`src/rtl/mips_pipeline_hazard_control_pkg.sv`:
```
// Shared pipeline definitions for the hazard controller and its mul/div tracker.
package mips_pipeline_hazard_control_pkg;

  // Register index type, matching the register-file typedefs.
  localparam int unsigned REG_IDX_W = 5;
  typedef logic [REG_IDX_W-1:0] reg_idx_t;

  // $zero is hard-wired and never creates a dependency.
  localparam reg_idx_t REG_ZERO = REG_IDX_W'(0);

  // Wide enough for the largest legal mul/div latency (63).
  localparam int unsigned BUSY_CNT_W = 6;

  // Mul/div occupancy FSM encoding.
  typedef enum logic {
    IDLE = 1'b0,
    BUSY = 1'b1
  } md_state_e;

endpackage

```
`src/rtl/mips_pipeline_muldiv_tracker.sv`:
```
// Tracks occupancy of the multi-cycle mul/div unit after a start pulse.
module mips_pipeline_muldiv_tracker
  import mips_pipeline_hazard_control_pkg::*;
#(
  parameter int unsigned MULDIV_LATENCY = 32
) (
  input  logic clock,
  input  logic reset,
  input  logic start,
  output logic busy
);

  md_state_e             state_q;
  md_state_e             state_d;
  logic [BUSY_CNT_W-1:0] count_q;
  logic [BUSY_CNT_W-1:0] count_d;

  // State and down-counter registers, synchronously cleared.
  always_ff @(posedge clock) begin
    if (reset) begin
      state_q <= IDLE;
      count_q <= '0;
    end else begin
      state_q <= state_d;
      count_q <= count_d;
    end
  end

  // Next state: a start arms the counter; BUSY lasts until the counter reaches zero.
  always_comb begin
    state_d = state_q;
    count_d = count_q;
    case (state_q)
      IDLE: begin
        if (start) begin
          state_d = BUSY;
          count_d = BUSY_CNT_W'(MULDIV_LATENCY - 1);
        end
      end
      BUSY: begin
        if (count_q == '0) begin
          state_d = IDLE;
        end else begin
          count_d = count_q - BUSY_CNT_W'(1);
        end
      end
    endcase
  end

  assign busy = (state_q == BUSY);

endmodule

```
`src/rtl/mips_pipeline_hazard_control.sv`:
```
// Stall/flush sequencer for the 5-stage pipeline: load-use, mul/div occupancy, EX redirects.
module mips_pipeline_hazard_control
  import mips_pipeline_hazard_control_pkg::*;
#(
  parameter int unsigned MULDIV_LATENCY = 32,
  parameter int unsigned COUNT_W        = 32
) (
  input  logic               clock,
  input  logic               reset,
  input  reg_idx_t           id_rs,
  input  reg_idx_t           id_rt,
  input  logic               id_uses_rs,
  input  logic               id_uses_rt,
  input  logic               id_is_muldiv,
  input  logic               id_reads_hilo,
  input  logic               ex_mem_read,
  input  reg_idx_t           ex_rd,
  input  logic               ex_redirect,
  output logic               pc_enable,
  output logic               ifid_enable,
  output logic               ifid_flush,
  output logic               idex_flush,
  output logic               muldiv_start,
  output logic               muldiv_busy,
  output logic [COUNT_W-1:0] stall_count
);

  logic load_use;
  logic md_hazard;
  logic stall;

  // Hazard detection; a redirect squashes the ID instruction so it cannot stall.
  always_comb begin
    load_use  = ex_mem_read && (ex_rd != REG_ZERO) &&
                ((id_uses_rs && (id_rs == ex_rd)) || (id_uses_rt && (id_rt == ex_rd)));
    md_hazard = muldiv_busy && (id_is_muldiv || id_reads_hilo);
    stall     = (load_use || md_hazard) && !ex_redirect;
  end

  // Pipeline enables/clears by priority: reset, redirect, stall, normal flow.
  always_comb begin
    pc_enable    = 1'b1;
    ifid_enable  = 1'b1;
    ifid_flush   = 1'b0;
    idex_flush   = 1'b0;
    muldiv_start = 1'b0;
    if (reset) begin
      pc_enable   = 1'b0;
      ifid_enable = 1'b0;
      ifid_flush  = 1'b1;
      idex_flush  = 1'b1;
    end else if (ex_redirect) begin
      ifid_flush = 1'b1;
      idex_flush = 1'b1;
    end else if (stall) begin
      pc_enable   = 1'b0;
      ifid_enable = 1'b0;
      idex_flush  = 1'b1;
    end else begin
      muldiv_start = id_is_muldiv && !muldiv_busy;
    end
  end

  mips_pipeline_muldiv_tracker #(
    .MULDIV_LATENCY(MULDIV_LATENCY)
  ) u_muldiv_tracker (
    .clock(clock),
    .reset(reset),
    .start(muldiv_start),
    .busy (muldiv_busy)
  );

  // Saturating count of stall cycles; redirect cycles never stall so are excluded.
  always_ff @(posedge clock) begin
    if (reset) begin
      stall_count <= '0;
    end else if (stall && (stall_count != {COUNT_W{1'b1}})) begin
      stall_count <= stall_count + COUNT_W'(1);
    end
  end

endmodule
```
`config.mk`:
```
export PLATFORM = sky130hd
export DESIGN_NAME = mips_pipeline_hazard_control
export DESIGN_NICKNAME = d
export VERILOG_FILES = /design/src/rtl/mips_pipeline_hazard_control_pkg.sv /design/src/rtl/mips_pipeline_muldiv_tracker.sv /design/src/rtl/mips_pipeline_hazard_control.sv
export SDC_FILE = /design/constraint.sdc
export NUM_CORES = 1
export LEC_CHECK = 0
export CAP_MARGIN = 10
export CORE_MARGIN = 8
export CORE_UTILIZATION = 54
export CTS_BUF_LIST = sky130_fd_sc_hd__clkbuf_2 sky130_fd_sc_hd__clkbuf_4 sky130_fd_sc_hd__clkbuf_8
export DETAILED_ROUTE_END_ITERATION = 16
export GPL_ROUTABILITY_DRIVEN = 1
export PLACE_DENSITY = 0.94
export SLEW_MARGIN = 15
export SYNTH_ARGS = -nofsm -noshare
export SYNTH_HDL_FRONTEND = slang
export SYNTH_HIERARCHICAL = 1
export SYNTH_SLANG_ARGS = --single-unit
```
`constraint.sdc`:
```
create_clock -name clock -period 5.9 [get_ports clock]
set_clock_uncertainty 0.05 [all_clocks]
set_input_delay 1.18 -clock clock [delete_from_list [all_inputs] [get_ports clock]]
set_output_delay 1.18 -clock clock [all_outputs]
set_load 0.005 [all_outputs]
```
==> results.tsv, run 1 <==
stage	metric	value	unit
status	outcome	complete, no violations	
cts	cts_made_buffers	5	
sta	fmax	0.212	GHz
floorplan	die-height	81.1	microns
setup_path	cp.arrival	3480	ps
route	drt_first_pass_iters	5	
place	dpl_worst_slack	1220	ps
setup_path	slowest_delay	550	ps
setup_path	r2r_cells	5	
synth	synthCells	282	
cts	clockBufferDepth	2	
place	port_buffers	60	
floorplan	start_util	0.569	
sta	finalCritPeriodShare	0.798	
setup_path	startpoint_type	input port	
cts	root_buffer	clkbuf_8	
cts	clock_sinks	39	
sta	finalCriticalPeriod	4710	ps
cts	cts_resized	0	
cts	cts_setup_buffers	0	
setup_path	crit_type	input port to primary output	
synth	synthArstFlopShare	0	
global_routing	grt_usage	0.187	
synth	synth.area.top_cells	dfxtp_1 (34%), a21oi_1 (5.7%), xnor2_1 (4.2%), nand4_1 (4.1%), or3_1 (4.1%)	
cts	clk_latency	300	ps
sta	relSlewSlack	0.496	
floorplan	coreArea	4030	sq um
setup_path	required	4670	ps
sta	report.final.slew_viol_count	0	
sta	finalHoldViolations	0	
global_routing	grt_overflow	0	
cts	hold_buffers	0	
synth	post-synth-top-area-cell	dfxtp_1	
pwr	p_leak	0.948	nW
finish	layout.nets	360	
global_routing	grt_pass1_wl	9920	microns
global_routing	grt_pass1_vias	2125	
synth	ys_types	54	
global_routing	grt_max_degree	49	
route	drt-initial-drc-count	240	
route	num_vias	2380	
sta	setup-tns-final	0	ps
setup_path	crit_path_max_fanout	5	
finish	drive_gt1_frac	0.0749	
route	ant_nets	0	
cts	cts-htree-levels	2	
setup_path	crit_chain	clkdlybuf4s50_1, or4_1, o21ai_1, a21oi_1, and2_4, nor2_1, clkdlybuf4s50_1	
setup_path	crit_top_cell	clkdlybuf4s50_1	
cts	cts_tree	built	
min_path	hold_class	flip-flop to flip-flop	
synth	ys_seq_area_frac	0.341	
synth	syn_area_per_cell	8.12	sq um
floorplan	die_x	81.1	microns
sta	setup_viol	0	
global_routing	antenna_found_initial	0	
sta	finalWorstSetupSlack	1190	ps
sta	tightest_slew	755	ps
flow_run	cap_violations	0	
synth	synthesis.nets	308	
min_path	hold_path_depth	2	
floorplan	die_area	6580	sq um
synth	synth_top_area_frac	0.341	
route	dr_wl_met3	367	microns
route	drt-met1-wl	2540	microns
route	vias_per_cell	6.20	
pwr	peakVddDrop	0.150	mV
synth	synth-edff-count	0	
setup_path	cp_slowest_cell	or4_1	
route	drt_wl_total	6100	microns
sta	rsz0062_at_grt	no	
synth	ys_ff_latch	39	
finish	diodes	0	
synth	syn_area	2290	sq um
finish	syn2layout_area_growth	30.1	%
floorplan	rows	23	
route	drc	0	
place	routabilityCongestion	0.837	
synth	yosys_warnings	6	
route	wl_per_cell	15.9	microns
route	routed.top_layer	met4	
synth	ys.flop_type	dfxtp_1	
pwr	power_density	190	nW/um^2
cts	clk_pin_slew_worst_paths	70	ps
setup_path	end_kind	primary output	
place	hpwl	4510	microns
route	dr_wl_met2	3030	microns
floorplan	ioPinCount	61	
-- stage by stage --
stage | instances | utilization | hold slack [ps] | total power, mW | cell area, sq um
2_1_floorplan | 282 | - | 430 | 0.320 | 2290
3_3_place_gp | 377 | 0.714 | 440 | 0.347 | 2880
3_5_place_dp | 377 | 0.714 | 445 | 0.350 | 2880
4_1_cts | 384 | 0.740 | 461 | 0.568 | 2980
5_1_grt | 384 | 0.740 | 486 | 0.592 | 2980
6_report | 384 | 0.740 | 461 | 0.566 | 2980
-- final timing paths --
path	start	endpoint	slack, ps
worst min-delay path	stall_count[28]	stall_count[28]	460
worst min register to register	stall_count[28]	stall_count[28]	460
worst max register to register	u_muldiv_tracker/busy	stall_count[21]	3020
worst max-delay path	ex_rd[1]	ifid_enable	1190
-- worst max-delay path: cells and delay by family --
family                 cells  cell delay (ps)
AND/OR/NAND/NOR            3              940
buffers and inverters      2             1030
AO/OA/AOI/OAI              2              330
-- cell usage in the layout, fill, tap and decap left out, types with 7 or more instances in the layout --
cell type and n:
clkdlybuf4s50_1 60, dfxtp_1 39, a21oi_1 26, nor2_1 21
o21ai_0 17, nand3_1 16, nand4_1 15, or3_1 15
nand2_1 13, xnor2_1 11, inv_1 10, nor3_1 8
or4_1 7, nor2b_1 7
-- layout make-up --
class / instances / area (sq um)
fillers: 314 / 1050
flip-flops and latches: 39 / 781
inverters: 10 / 37.5
clock inverters: 1 / 30.0
repair buffers: 61 / 608
multi-input cells: 217 / 1390
clock buffers: 6 / 76.3
well taps: 50 / 62.6
-- layer usage --
metal,global-route usage,vias up
met5,0,-
met2,0.313,84
met1,0.229,1115
li1,-,1165
met4,0.0821,0
met3,0.0364,16
-- cells in the mapped netlist, drive strengths merged, types with 7 or more instances --
master,count
nor3,8
or3,16
xnor2,11
nand3,17
dfxtp,39
clkbuf,8
or4,7
nor2b,7
nand4,15
nor2,21
nand2,14
inv,10
buf,8
a21oi,26
o21ai,19
-- cells by family (layout without fill, tap and decap cells) --
kind of cell | after synthesis | after routing | share of synthesized area
flip-flops | 39 | 39 | 0.341
adder cells (fa/ha/maj) | 3 | 3 | 0.0164
AO/OA/AOI/OAI | 67 | 67 | 0.182
buffers and inverters | 26 | 78 | 0.0541
multiplexers | 7 | 7 | 0.0339
XOR/XNOR | 12 | 12 | 0.0459
AND/OR/NAND/NOR | 128 | 128 | 0.327
-- state kept, by name, indices dropped and copies added, names as in the netlist --
| signal | count |
|---|---|
| stall_count | 32 |
| u_muldiv_tracker/busy | 1 |
| u_muldiv_tracker/count_q | 6 |
-- power breakdown --
group | switching, mW | internal, mW
clock network | 0.0930 | 0.129
registers | 0.00670 | 0.267
logic | 0.0341 | 0.0368
Power figures use the tool's default switching activity.
==> run 2: changes to the inputs <==
--- a/config.mk
+++ b/config.mk
@@ -7,11 +7,11 @@
 export LEC_CHECK = 0
 export CAP_MARGIN = 10
 export CORE_MARGIN = 8
-export CORE_UTILIZATION = 54
+export CORE_UTILIZATION = 50
 export CTS_BUF_LIST = sky130_fd_sc_hd__clkbuf_2 sky130_fd_sc_hd__clkbuf_4 sky130_fd_sc_hd__clkbuf_8
 export DETAILED_ROUTE_END_ITERATION = 16
 export GPL_ROUTABILITY_DRIVEN = 1
-export PLACE_DENSITY = 0.94
+export PLACE_DENSITY = 0.88
 export SLEW_MARGIN = 15
 export SYNTH_ARGS = -nofsm -noshare
 export SYNTH_HDL_FRONTEND = slang
==> constraint.sdc (replaced) <==
create_clock -name clock -period 4.7 [get_ports clock]
set_clock_uncertainty 0.05 [all_clocks]
set_input_delay 0.94 -clock clock [delete_from_list [all_inputs] [get_ports clock]]
set_output_delay 0.94 -clock clock [all_outputs]
set_load 0.005 [all_outputs]
==> results.tsv, run 2 (synthesis gave the netlist of run 1 again) <==
stage	metric	value	unit	change
sta	finalCriticalPeriod	4210	ps	
floorplan	die_x	83.7	microns	was 81.1 microns
finish	finish.utilization	0.678		was 0.740
global_routing	grt_max_degree	47		was 49
floorplan	start_util	0.523		was 0.569
cts	cts-htree-levels	2		unchanged
global_routing	grt_pass1_vias	2272		was 2125
cts	cts_tree	built		unchanged
sta	finalWorstSetupSlack	487	ps	was 1190 ps
floorplan	die_area	7000	sq um	was 6580 sq um
route	num_vias	2360		was 2380
floorplan	die-height	83.7	microns	was 81.1 microns
finish	final_common_cell	clkdlybuf4s50_1		unchanged
cts	clk_latency	290	ps	was 300 ps
finish	regMostFlops	stall_count		unchanged
setup_path	crit_type	input port to primary output		unchanged
cts	clk_pin_slew_worst_paths	70	ps	about the same
min_path	min_to	stall_count[27]		was stall_count[28]
sta	relSlewSlack	0.686		was 0.496
cts	cts_setup_buffers	0		unchanged
floorplan	coreArea	4380	sq um	was 4030 sq um
finish	num-fill-cells	360		was 314
setup_path	rrSetupSlack	1990	ps	was 3020 ps
finish	largest_reg_flops	32		unchanged
setup_path	startpoint_type	input port		unchanged
sta	fmax	0.237	GHz	
place	port_buffers	60		unchanged
global_routing	grt_overflow	0		unchanged
min_path	hold_path_depth	2		unchanged
place	dpl_worst_slack	532	ps	was 1220 ps
finish	mostFrequentLayoutCells	clkdlybuf4s50_1 (60), dfxtp_1 (39), a21oi_1 (26)		unchanged
cts	clock_sinks	39		unchanged
flow_run	cap_violations	0		unchanged
finish	diodes	0		unchanged
sta	finalCritPeriodShare	0.896		
setup_path	r2r_start	u_muldiv_tracker/busy		unchanged
sta	finalHoldViolations	0		unchanged
place	routabilityCongestion	0.814		was 0.837
sta	rsz0062_at_grt	no		unchanged
floorplan	rows	24		was 23
setup_path	end_kind	primary output		unchanged
min_path	hold_class	flip-flop to flip-flop		unchanged
sta	setup_viol	0		unchanged
cts	root_buffer	clkbuf_8		unchanged
cts	cts_made_buffers	5		unchanged
route	drt-initial-drc-count	172		was 240
setup_path	r2r_cells	6		was 5
route	ant_nets	0		unchanged
cts	clockBufferDepth	2		unchanged
route	drt_wl_total	6080	microns	was 6100 microns
min_path	hold_path_startpoint	stall_count[27]		was stall_count[28]
finish	layout.nets	361		was 360
pwr	peakVddDrop	0.139	mV	was 0.150 mV
global_routing	grt_usage	0.171		was 0.187
setup_path	required	3710	ps	was 4670 ps
route	vias_per_cell	6.08		was 6.20
sta	tightest_slew	468	ps	was 755 ps
global_routing	grt_pass1_wl	10300	microns	was 9920 microns
finish	drive_gt1_frac	0.0804		was 0.0749
setup_path	cp.arrival	3220	ps	was 3480 ps
route	wl_per_cell	15.7	microns	was 15.9 microns
place	hpwl	4480	microns	was 4510 microns
floorplan	ioPinCount	61		unchanged
finish	syn2layout_area_growth	29.8	%	was 30.1%
setup_path	crit_path_max_fanout	5		unchanged
pwr	p_leak	0.947	nW	was 0.948 nW
setup_path	startpoint	ex_rd[2]		was ex_rd[1]
pwr	power_density	222	nW/um^2	was 190 nW/um^2
route	drt_first_pass_iters	4		was 5
status	outcome	complete, no violations		unchanged
route	drc	0		unchanged
cts	hold_buffers	0		unchanged
sta	report.final.slew_viol_count	0		unchanged
sta	setup-tns-final	0	ps	unchanged
setup_path	r2r_end	stall_count[13]		was stall_count[21]
global_routing	antenna_found_initial	0		unchanged
cts	cts_resized	0		unchanged
pwr	total_power	660	uW	was 566 uW
-- run 2: cell count changes in the layout (fill, tap and decap cells not counted), sizes merged --
cell    before  now
buf          1    2
clkbuf       6    7
bufinv       1    0
clkinv       0    1
-- run 2: per-stage QoR --
step                hold slack (ps)  instances  instance area (sq um)
floorplan                       430        282                   2290
global placement                435        380                   2890
detailed placement              449        380                   2890
CTS                             463        388                   2970
global route                    504        388                   2970
finish                          464        388                   2970
-- run 2: area by class of cell --
| class | count | area (sq um) | share of cell area |
|---|---|---|---|
| Clock buffer | 7 | 83.8 | 0.0282 |
| Clock inverter | 1 | 5.00 | 0.00168 |
| Inverter | 10 | 37.5 | 0.0126 |
| Multi-Input combinational cell | 217 | 1390 | 0.466 |
| Sequential cell | 39 | 781 | 0.263 |
| Tap cell | 52 | 65.1 | 0.0219 |
| Timing Repair Buffer | 62 | 616 | 0.207 |
-- run 2: routing by layer --
layer / GRT usage / up-vias / routed length, microns
li1: - / 1169 / -
met1: 0.198 / 1110 / 2620
met2: 0.298 / 71 / 3020
met3: 0.0371 / 10 / 313
met4: 0.0644 / 0 / 125
met5: 0 / - / 0
-- run 2: critical path, cell delays in order --
cell and delay, ps:
clkdlybuf4s50_1 480, or4_1 530, o21ai_1 200, a21oi_1 150
and2_4 220, nor2_1 170, clkdlybuf4s50_1 540
-- run 2: worst max-delay path by stage --
stage / cells after the start / slack [ps] / endpoint
global placement: 7 / 550 / ifid_enable
CTS: 7 / 500 / pc_enable
global route: 7 / 380 / pc_enable
floorplan: 6 / 1550 / pc_enable
detailed placement: 7 / 530 / pc_enable
finish: 7 / 490 / pc_enable
-- run 2: power by group --
part	total, mW	switching [mW]	leakage, nW	internal [mW]
Combinational	0.0882	0.0414	0.583	0.0468
Clock	0.228	0.112	0.0491	0.116
Sequential	0.344	0.00876	0.315	0.335
